File: src/rtl/loom_axil_pkg.sv
// Shared constants, FSM state encoding and helpers for the loom AXI-Lite register bridge.
package loom_axil_pkg;

  localparam logic [1:0]  RESP_OKAY     = 2'b00;
  localparam logic [1:0]  RESP_SLVERR   = 2'b10;
  localparam logic [31:0] TIMEOUT_RDATA = 32'hDEADBEEF;

  typedef enum logic [2:0] {
    IDLE,
    WR_ISSUE,
    RD_ISSUE,
    WR_RESP,
    RD_RESP
  } state_t;

  // Saturating increment for the 16-bit watchdog expiry counter.
  function automatic logic [15:0] sat_inc16(input logic [15:0] value);
    return (value == 16'hFFFF) ? value : value + 16'd1;
  endfunction

endpackage

File: src/rtl/loom_axil_hold_reg.sv
// One-entry valid/ready capture register; holds a beat until the owner clears it.
module loom_axil_hold_reg #(
  parameter int WIDTH = 32
) (
  input  logic             clk,
  input  logic             srst,
  input  logic             enable,
  input  logic             valid,
  input  logic [WIDTH-1:0] payload,
  input  logic             clear,
  output logic             ready,
  output logic             held,
  output logic [WIDTH-1:0] data
);

  logic             held_reg;
  logic [WIDTH-1:0] data_reg;

  assign ready = enable && !held_reg;
  assign held  = held_reg;
  assign data  = data_reg;

  // clear only happens in an issue state and capture only in IDLE, so they never collide.
  always_ff @(posedge clk) begin
    if (srst) begin
      held_reg <= 1'b0;
      data_reg <= '0;
    end else if (clear) begin
      held_reg <= 1'b0;
    end else if (valid && ready) begin
      held_reg <= 1'b1;
      data_reg <= payload;
    end
  end

endmodule

File: src/rtl/loom_axil_reg_slave.sv
// AXI-Lite subordinate bridging to a single-outstanding register bus, with
// round-robin read/write arbitration and a watchdog that turns a lost ack into SLVERR.
module loom_axil_reg_slave
  import loom_axil_pkg::*;
#(
  parameter int ADDR_WIDTH     = 20,
  parameter int DATA_WIDTH     = 32,
  parameter int TIMEOUT_CYCLES = 1024
) (
  input  logic                    clk_i,
  input  logic                    rst_i,
  input  logic [ADDR_WIDTH-1:0]   s_axil_awaddr_i,
  input  logic                    s_axil_awvalid_i,
  output logic                    s_axil_awready_o,
  input  logic [DATA_WIDTH-1:0]   s_axil_wdata_i,
  input  logic [DATA_WIDTH/8-1:0] s_axil_wstrb_i,
  input  logic                    s_axil_wvalid_i,
  output logic                    s_axil_wready_o,
  output logic [1:0]              s_axil_bresp_o,
  output logic                    s_axil_bvalid_o,
  input  logic                    s_axil_bready_i,
  input  logic [ADDR_WIDTH-1:0]   s_axil_araddr_i,
  input  logic                    s_axil_arvalid_i,
  output logic                    s_axil_arready_o,
  output logic [DATA_WIDTH-1:0]   s_axil_rdata_o,
  output logic [1:0]              s_axil_rresp_o,
  output logic                    s_axil_rvalid_o,
  input  logic                    s_axil_rready_i,
  output logic                    reg_req_o,
  output logic                    reg_we_o,
  output logic [ADDR_WIDTH-1:0]   reg_addr_o,
  output logic [DATA_WIDTH-1:0]   reg_wdata_o,
  output logic [DATA_WIDTH/8-1:0] reg_wstrb_o,
  input  logic                    reg_ack_i,
  input  logic [DATA_WIDTH-1:0]   reg_rdata_i,
  input  logic                    reg_err_i,
  output logic [15:0]             timeout_cnt_o
);

  localparam int STRB_WIDTH = DATA_WIDTH / 8;
  localparam int W_WIDTH    = DATA_WIDTH + STRB_WIDTH;
  localparam bit WD_EN      = (TIMEOUT_CYCLES != 0);
  localparam int WD_W       = (TIMEOUT_CYCLES > 1) ? $clog2(TIMEOUT_CYCLES) : 1;
  localparam logic [WD_W-1:0] WD_LAST = WD_W'((TIMEOUT_CYCLES == 0) ? 0 : TIMEOUT_CYCLES - 1);

  state_t                  state_reg;
  logic                    live_reg;
  logic                    rr_last_write_reg;
  logic [WD_W-1:0]         wd_cnt_reg;
  logic [15:0]             timeout_cnt_reg;
  logic                    req_reg;
  logic                    we_reg;
  logic [ADDR_WIDTH-1:0]   addr_reg;
  logic [DATA_WIDTH-1:0]   wdata_reg;
  logic [STRB_WIDTH-1:0]   wstrb_reg;
  logic                    bvalid_reg;
  logic [1:0]              bresp_reg;
  logic                    rvalid_reg;
  logic [1:0]              rresp_reg;
  logic [DATA_WIDTH-1:0]   rdata_reg;

  logic                    accept_en;
  logic                    aw_held, w_held, ar_held;
  logic [ADDR_WIDTH-1:0]   aw_data, ar_data;
  logic [W_WIDTH-1:0]      w_data;
  logic                    wr_clear, rd_clear;
  logic                    wr_elig, rd_elig, grant_write;
  logic                    issue_state, wd_expire, issue_done;
  logic [1:0]              issue_resp;

  // live_reg keeps the readies low for the first cycle out of reset.
  assign accept_en = live_reg && (state_reg == IDLE);

  loom_axil_hold_reg #(.WIDTH(ADDR_WIDTH)) u_aw_hold (
    .clk     (clk_i),
    .srst    (rst_i),
    .enable  (accept_en),
    .valid   (s_axil_awvalid_i),
    .payload (s_axil_awaddr_i),
    .clear   (wr_clear),
    .ready   (s_axil_awready_o),
    .held    (aw_held),
    .data    (aw_data)
  );

  loom_axil_hold_reg #(.WIDTH(W_WIDTH)) u_w_hold (
    .clk     (clk_i),
    .srst    (rst_i),
    .enable  (accept_en),
    .valid   (s_axil_wvalid_i),
    .payload ({s_axil_wdata_i, s_axil_wstrb_i}),
    .clear   (wr_clear),
    .ready   (s_axil_wready_o),
    .held    (w_held),
    .data    (w_data)
  );

  loom_axil_hold_reg #(.WIDTH(ADDR_WIDTH)) u_ar_hold (
    .clk     (clk_i),
    .srst    (rst_i),
    .enable  (accept_en),
    .valid   (s_axil_arvalid_i),
    .payload (s_axil_araddr_i),
    .clear   (rd_clear),
    .ready   (s_axil_arready_o),
    .held    (ar_held),
    .data    (ar_data)
  );

  assign wr_elig     = aw_held && w_held;
  assign rd_elig     = ar_held;
  assign grant_write = wr_elig && (!rd_elig || !rr_last_write_reg);

  assign issue_state = (state_reg == WR_ISSUE) || (state_reg == RD_ISSUE);
  assign wd_expire   = WD_EN && (wd_cnt_reg == WD_LAST);
  assign issue_done  = issue_state && (reg_ack_i || wd_expire);
  // An ack in the expiry cycle takes precedence over the watchdog.
  assign issue_resp  = (reg_ack_i && !reg_err_i) ? RESP_OKAY : RESP_SLVERR;

  assign wr_clear = issue_done && (state_reg == WR_ISSUE);
  assign rd_clear = issue_done && (state_reg == RD_ISSUE);

  always_ff @(posedge clk_i) begin
    if (rst_i) begin
      state_reg         <= IDLE;
      live_reg          <= 1'b0;
      rr_last_write_reg <= 1'b1;
      wd_cnt_reg        <= '0;
      timeout_cnt_reg   <= '0;
      req_reg           <= 1'b0;
      we_reg            <= 1'b0;
      addr_reg          <= '0;
      wdata_reg         <= '0;
      wstrb_reg         <= '0;
      bvalid_reg        <= 1'b0;
      bresp_reg         <= RESP_OKAY;
      rvalid_reg        <= 1'b0;
      rresp_reg         <= RESP_OKAY;
      rdata_reg         <= '0;
    end else begin
      live_reg <= 1'b1;
      case (state_reg)
        IDLE: begin
          wd_cnt_reg <= '0;
          // Round-robin pointer only moves when both sides actually contended.
          if (grant_write) begin
            state_reg <= WR_ISSUE;
            req_reg   <= 1'b1;
            we_reg    <= 1'b1;
            addr_reg  <= {aw_data[ADDR_WIDTH-1:2], 2'b00};
            wdata_reg <= w_data[W_WIDTH-1:STRB_WIDTH];
            wstrb_reg <= w_data[STRB_WIDTH-1:0];
            if (rd_elig) rr_last_write_reg <= 1'b1;
          end else if (rd_elig) begin
            state_reg <= RD_ISSUE;
            req_reg   <= 1'b1;
            we_reg    <= 1'b0;
            addr_reg  <= {ar_data[ADDR_WIDTH-1:2], 2'b00};
            wdata_reg <= '0;
            wstrb_reg <= '0;
            if (wr_elig) rr_last_write_reg <= 1'b0;
          end
        end
        WR_ISSUE, RD_ISSUE: begin
          wd_cnt_reg <= wd_cnt_reg + 1'b1;
          if (issue_done) begin
            req_reg <= 1'b0;
            if (!reg_ack_i) timeout_cnt_reg <= sat_inc16(timeout_cnt_reg);
            if (state_reg == WR_ISSUE) begin
              bvalid_reg <= 1'b1;
              bresp_reg  <= issue_resp;
              state_reg  <= WR_RESP;
            end else begin
              rvalid_reg <= 1'b1;
              rresp_reg  <= issue_resp;
              rdata_reg  <= reg_ack_i ? reg_rdata_i : TIMEOUT_RDATA;
              state_reg  <= RD_RESP;
            end
          end
        end
        WR_RESP: begin
          if (s_axil_bready_i) begin
            bvalid_reg <= 1'b0;
            state_reg  <= IDLE;
          end
        end
        RD_RESP: begin
          if (s_axil_rready_i) begin
            rvalid_reg <= 1'b0;
            state_reg  <= IDLE;
          end
        end
        default: state_reg <= IDLE;
      endcase
    end
  end

  assign reg_req_o       = req_reg;
  assign reg_we_o        = we_reg;
  assign reg_addr_o      = addr_reg;
  assign reg_wdata_o     = wdata_reg;
  assign reg_wstrb_o     = wstrb_reg;
  assign s_axil_bvalid_o = bvalid_reg;
  assign s_axil_bresp_o  = bresp_reg;
  assign s_axil_rvalid_o = rvalid_reg;
  assign s_axil_rresp_o  = rresp_reg;
  assign s_axil_rdata_o  = rdata_reg;
  assign timeout_cnt_o   = timeout_cnt_reg;

endmodule

File: config.mk
export PLATFORM = sky130hd
export DESIGN_NAME = loom_axil_reg_slave
export DESIGN_NICKNAME = d
export VERILOG_FILES = /design/src/rtl/loom_axil_pkg.sv /design/src/rtl/loom_axil_hold_reg.sv /design/src/rtl/loom_axil_reg_slave.sv
export SDC_FILE = /design/constraint.sdc
export NUM_CORES = 1
export LEC_CHECK = 0
export CORE_MARGIN = 2
export CORE_UTILIZATION = 60
export DETAILED_ROUTE_END_ITERATION = 7
export DONT_BUFFER_PORTS = 1
export GPL_ROUTABILITY_DRIVEN = 0
export GPL_TIMING_DRIVEN = 0
export PLACE_DENSITY = 0.76
export SYNTH_ARGS = -nofsm -noshare
export SYNTH_HDL_FRONTEND = slang
export SYNTH_SLANG_ARGS = --single-unit
File: constraint.sdc
create_clock -name clk_i -period 2.45 [get_ports clk_i]
set_clock_uncertainty 0.1 [all_clocks]
set_input_delay 0.49 -clock clk_i [delete_from_list [all_inputs] [get_ports clk_i]]
set_output_delay 0.49 -clock clk_i [all_outputs]
set_load 0.05 [all_outputs]
==> summary.md <==
| Metric | Value |
|---|---|
| Run status | complete, no violations |
| Ys flop type | dfxtp_1 |
| Final worst-path cycle share | a little over nine tenths |
| Worst min path class | in -> reg |
| Hold Path Stages | 1 |
| Post-DP HPWL | approximately 13 mm |
| Worst-Skew Late Latency | 0.43 ns |
| P_leak | 3.08 nW |
| Post-synthesis sequential area ratio | 52.9% |
| Compound-gate portion of the synthesized area | 17.7% |
| Synth top area cells | dfxtp_1 53%, nand2_1 8.3%, a21oi_1 5.7% |
| Sequential cell area | 0.00398 mm² |
| Pin count of the biggest net entering global routing | 17 |
| Crit Path Max Fanout | 5 |
| Iteration-0 DRC Markers | 366 |
| CTS tree | yes |
| Fraction of the mapped netlist area in adder cells | less than 1% |
| Hold Vio Cnt, Final | 0 |
| Slowest stage delay, CP | 0.62 ns |
| Setup crit end | s_axil_wready_o |
| CP required | 1.86 ns |
| Final Critical Period | 2.39 ns |
| Global-route wire length before repair | 28.2 mm |
| Reg2reg end | timeout_cnt_o[14]$_SDFFE_PP0P_ |
| Final setup viols | 0 |
| Worst path cell trace | or4b_4, nor2_4 |
| CTS H-tree lvls | 4 |
| Total power | 7.11 mW |
| Initial Util | 61.9% |
| Largest family of logic cells by synthesized area | simple AND/OR/NAND/NOR gates |
| Nets | between 900 and 1000 |
| Wirelength, routed | between 15 and 20 mm |
| Die footprint | 0.0134 mm² |
| Via count | between 6000 and 7000 |
| CTS root buffer | clkbuf_16 |
| Layout area overhead | 12.0% |
| Via density | a little under 6 |
| CTS clk-pin slew, worst paths | roughly 0.060 ns |
| Synth Area in Simple Gates | 19.9% |
| Post-Synth XOR/XNOR Area | 1.62% |
| FF-to-FF path depth | 6 |
| Fin cells | 1042 |
| Worst VDD drop | 0.535 mV |
| CP max stage cell | or4b_4 |
| Area post-placement | 0.00771 mm² |
| Synth Cell Area | 0.00749 mm² |
| FMAX | 0.418 GHz |
| Area of the multi-input gates | 0.00322 mm² |
| WS Path Type | reg -> out |
| Warnings, synthesis | 0 |
| Layout Utilization | approximately 69% |
| Clk buf depth | 2 |
| Chip height | around 120 µm |
| Synth top area share | 52.9% |
| Total CTS buffers | 17 |
| CP Depth | 2 |
| Avg Cell Area, Syn | 8.94 µm² |
| 1st-pass router iterations | 6 |
| Final hold slack | 0.0789 ns |
| Reg2reg setup slack | 0.12 ns |
| Slew margin rel. | between 50% and 60% |
| CP arrival | ~1.8 ns |
| Core Area | approximately 0.012 mm² |
| Post-DR wirelength/cell | 17.7 µm |
| Largest register FFs | 36 |
| Gr ovfl total | 0 |
| Cells after Synth | 838 |
| Max cap viols | 0 |
| Std cell rows | 40 |
| R2r startpoint | timeout_cnt_o[12]$_SDFFE_PP0P_ |
| Antenna Violating Nets Remaining | 0 |
| Launch point of the worst path | state_reg[2]$_SDFFE_PP0P_ |
| Yosys top cell by area | dfxtp_1 |
| Initial antenna violation count | 0 |
| Asr flop ratio synth | 0% |
| Mux share of post-synthesis cell area | between 2 and 3% |
| Share of layout cells above drive strength 1 | a little over an eighth |
| Crit end category | output port |
| Worst-Margin Slew | 0.624 ns |
| Unrepaired setup endpoints after global routing | no |
| Die W | 116 µm |
| Crit path buffers/inverters | 0 |
| Final Max Slew Viols | 0 |
| Cell count after placement | between 1000 and 1500 |
| PortBufs | 0 |
| Clock Sink Count | 198 |
| Netlist cell types | 51 |
| Post-route DRC violation count | 0 |
| GRT Total Usage | about 27% |
| Commonest non-fill, non-tap cells in the layout | 186 x dfxtp_1, 162 x nand2_1, 101 x nor2_1 |
| IO Count | 232 |
| EDFF count, synth | 0 |
| Fin area | between 0.008 and 0.009 mm² |
| Filler Cells Inserted | 974 |
| Number of antenna diodes | 0 |
| Startpoint Class | flip-flop |
| Synth Register Bits | 198 |
| Delay-heaviest family, CP | simple AND/OR/NAND/NOR gates |
| Number of global-route vias before repair | between 5000 and 6000 |
| Power Density | 848 mW/mm² |
| Commonest non-fill, non-tap cell in the layout | dfxtp_1 |
-- synth_stat cells, types with 2 or more instances --
cell      number
nor3_1         9
nand2_1      165
nand4_1       11
and2_1         4
buf_2         16
o21a_1         2
a21oi_1       86
buf_1          2
mux2i_1       19
dfxtp_1      198
mux2_1         2
inv_1          6
xnor2_1        2
o221a_2       26
and3_1         2
o21ai_0        4
nor4_1         3
a31oi_1        2
a22oi_1       44
clkbuf_1      30
a211oi_1      20
buf_4         16
nor2_1       101
ha_1           2
nor2b_1        5
o31ai_1        5
nand3_1       17
nor2_2         3
or4_1          2
nor2_4         2
nand3b_1       2
or3_1          2
xor2_1        10
-- metal layers --
metal,track usage (%),vias up,routed length [µm],share of wire (%)
met2,44.9,254,8830,48
li1,-,2953,-,-
met1,31.7,2844,7380,40
met3,9.52,33,1840,10
met4,10.3,0,383,2.1
met5,0,-,0,0
-- power breakdown --
| part | internal, mW | switching (mW) | total [mW] |
|---|---|---|---|
| Clock | 1.73 | 1.16 | 2.89 |
| Combinational | 0.186 | 0.376 | 0.562 |
| Sequential | 3.35 | 0.301 | 3.65 |
| Total | 5.27 | 1.84 | 7.11 |
-- timing repair --
item | CTS | global route
resized for setup | 14 | 8
setup endpoints to repair | 69 | 61
buffers inserted | 0 | 1
cloned | 0 | 0
pin swaps | 0 | 3
endpoints found under the hold margin | 0 | 0
hold buffers | 0 | 0
-- worst reg2reg max path, delay by kind of cell (launching register included) --
family	cells	cell delay, ns
AND/OR/NAND/NOR	4	1.04
flip-flops	1	0.67
buffers and inverters	1	0.20
XOR/XNOR	1	0.18
-- logic make-up (layout without fill, tap and decap cells) --
kind of cell,after synthesis,count (layout)
multiplexers,22,22
AND/OR/NAND/NOR,340,340
other,1,4
buffers and inverters,70,103
adder cells (fa/ha/maj),2,2
flip-flops,198,198
XOR/XNOR,13,13
AO/OA/AOI/OAI,192,192
-- worst min path at each step --
stage / from / endpoint / slack (ns)
6_report: s_axil_bready_i / s_axil_bvalid_o$_SDFFE_PP0P_ / 0.08
5_1_grt: s_axil_bready_i / s_axil_bvalid_o$_SDFFE_PP0P_ / 0.06
4_1_cts: s_axil_bready_i / s_axil_bvalid_o$_SDFFE_PP0P_ / 0.07
3_5_place_dp: u_w_hold.data[27]$_SDFFE_PP0P_ / u_w_hold.data[27]$_SDFFE_PP0P_ / 0.35
3_3_place_gp: u_ar_hold.data[14]$_SDFFE_PP0P_ / u_ar_hold.data[14]$_SDFFE_PP0P_ / 0.34
2_1_floorplan: u_aw_hold.data[10]$_SDFFE_PP0P_ / u_aw_hold.data[10]$_SDFFE_PP0P_ / 0.34
-- cell type report --
class | instances | area share [%]
plain buffers | 64 | 3.83
repair buffers | 1 | 0.0895
flip-flops and latches | 198 | 47.5
clock inverters | 13 | 2.15
clock buffers | 19 | 5.28
multi-input cells | 573 | 38.4
inverters | 6 | 0.268
well taps | 168 | 2.51
-- per-stage QoR --
stage / TNS, ns / setup WS, ns
after detailed placement: -11.44 / -0.248
after global routing: 0 / 0.0183
after global placement: -9.51 / -0.230
after CTS: 0 / 0.00941
after floorplan: 0 / 0.00724
final: 0 / 0.0562
(Power assumes the default switching activity.)
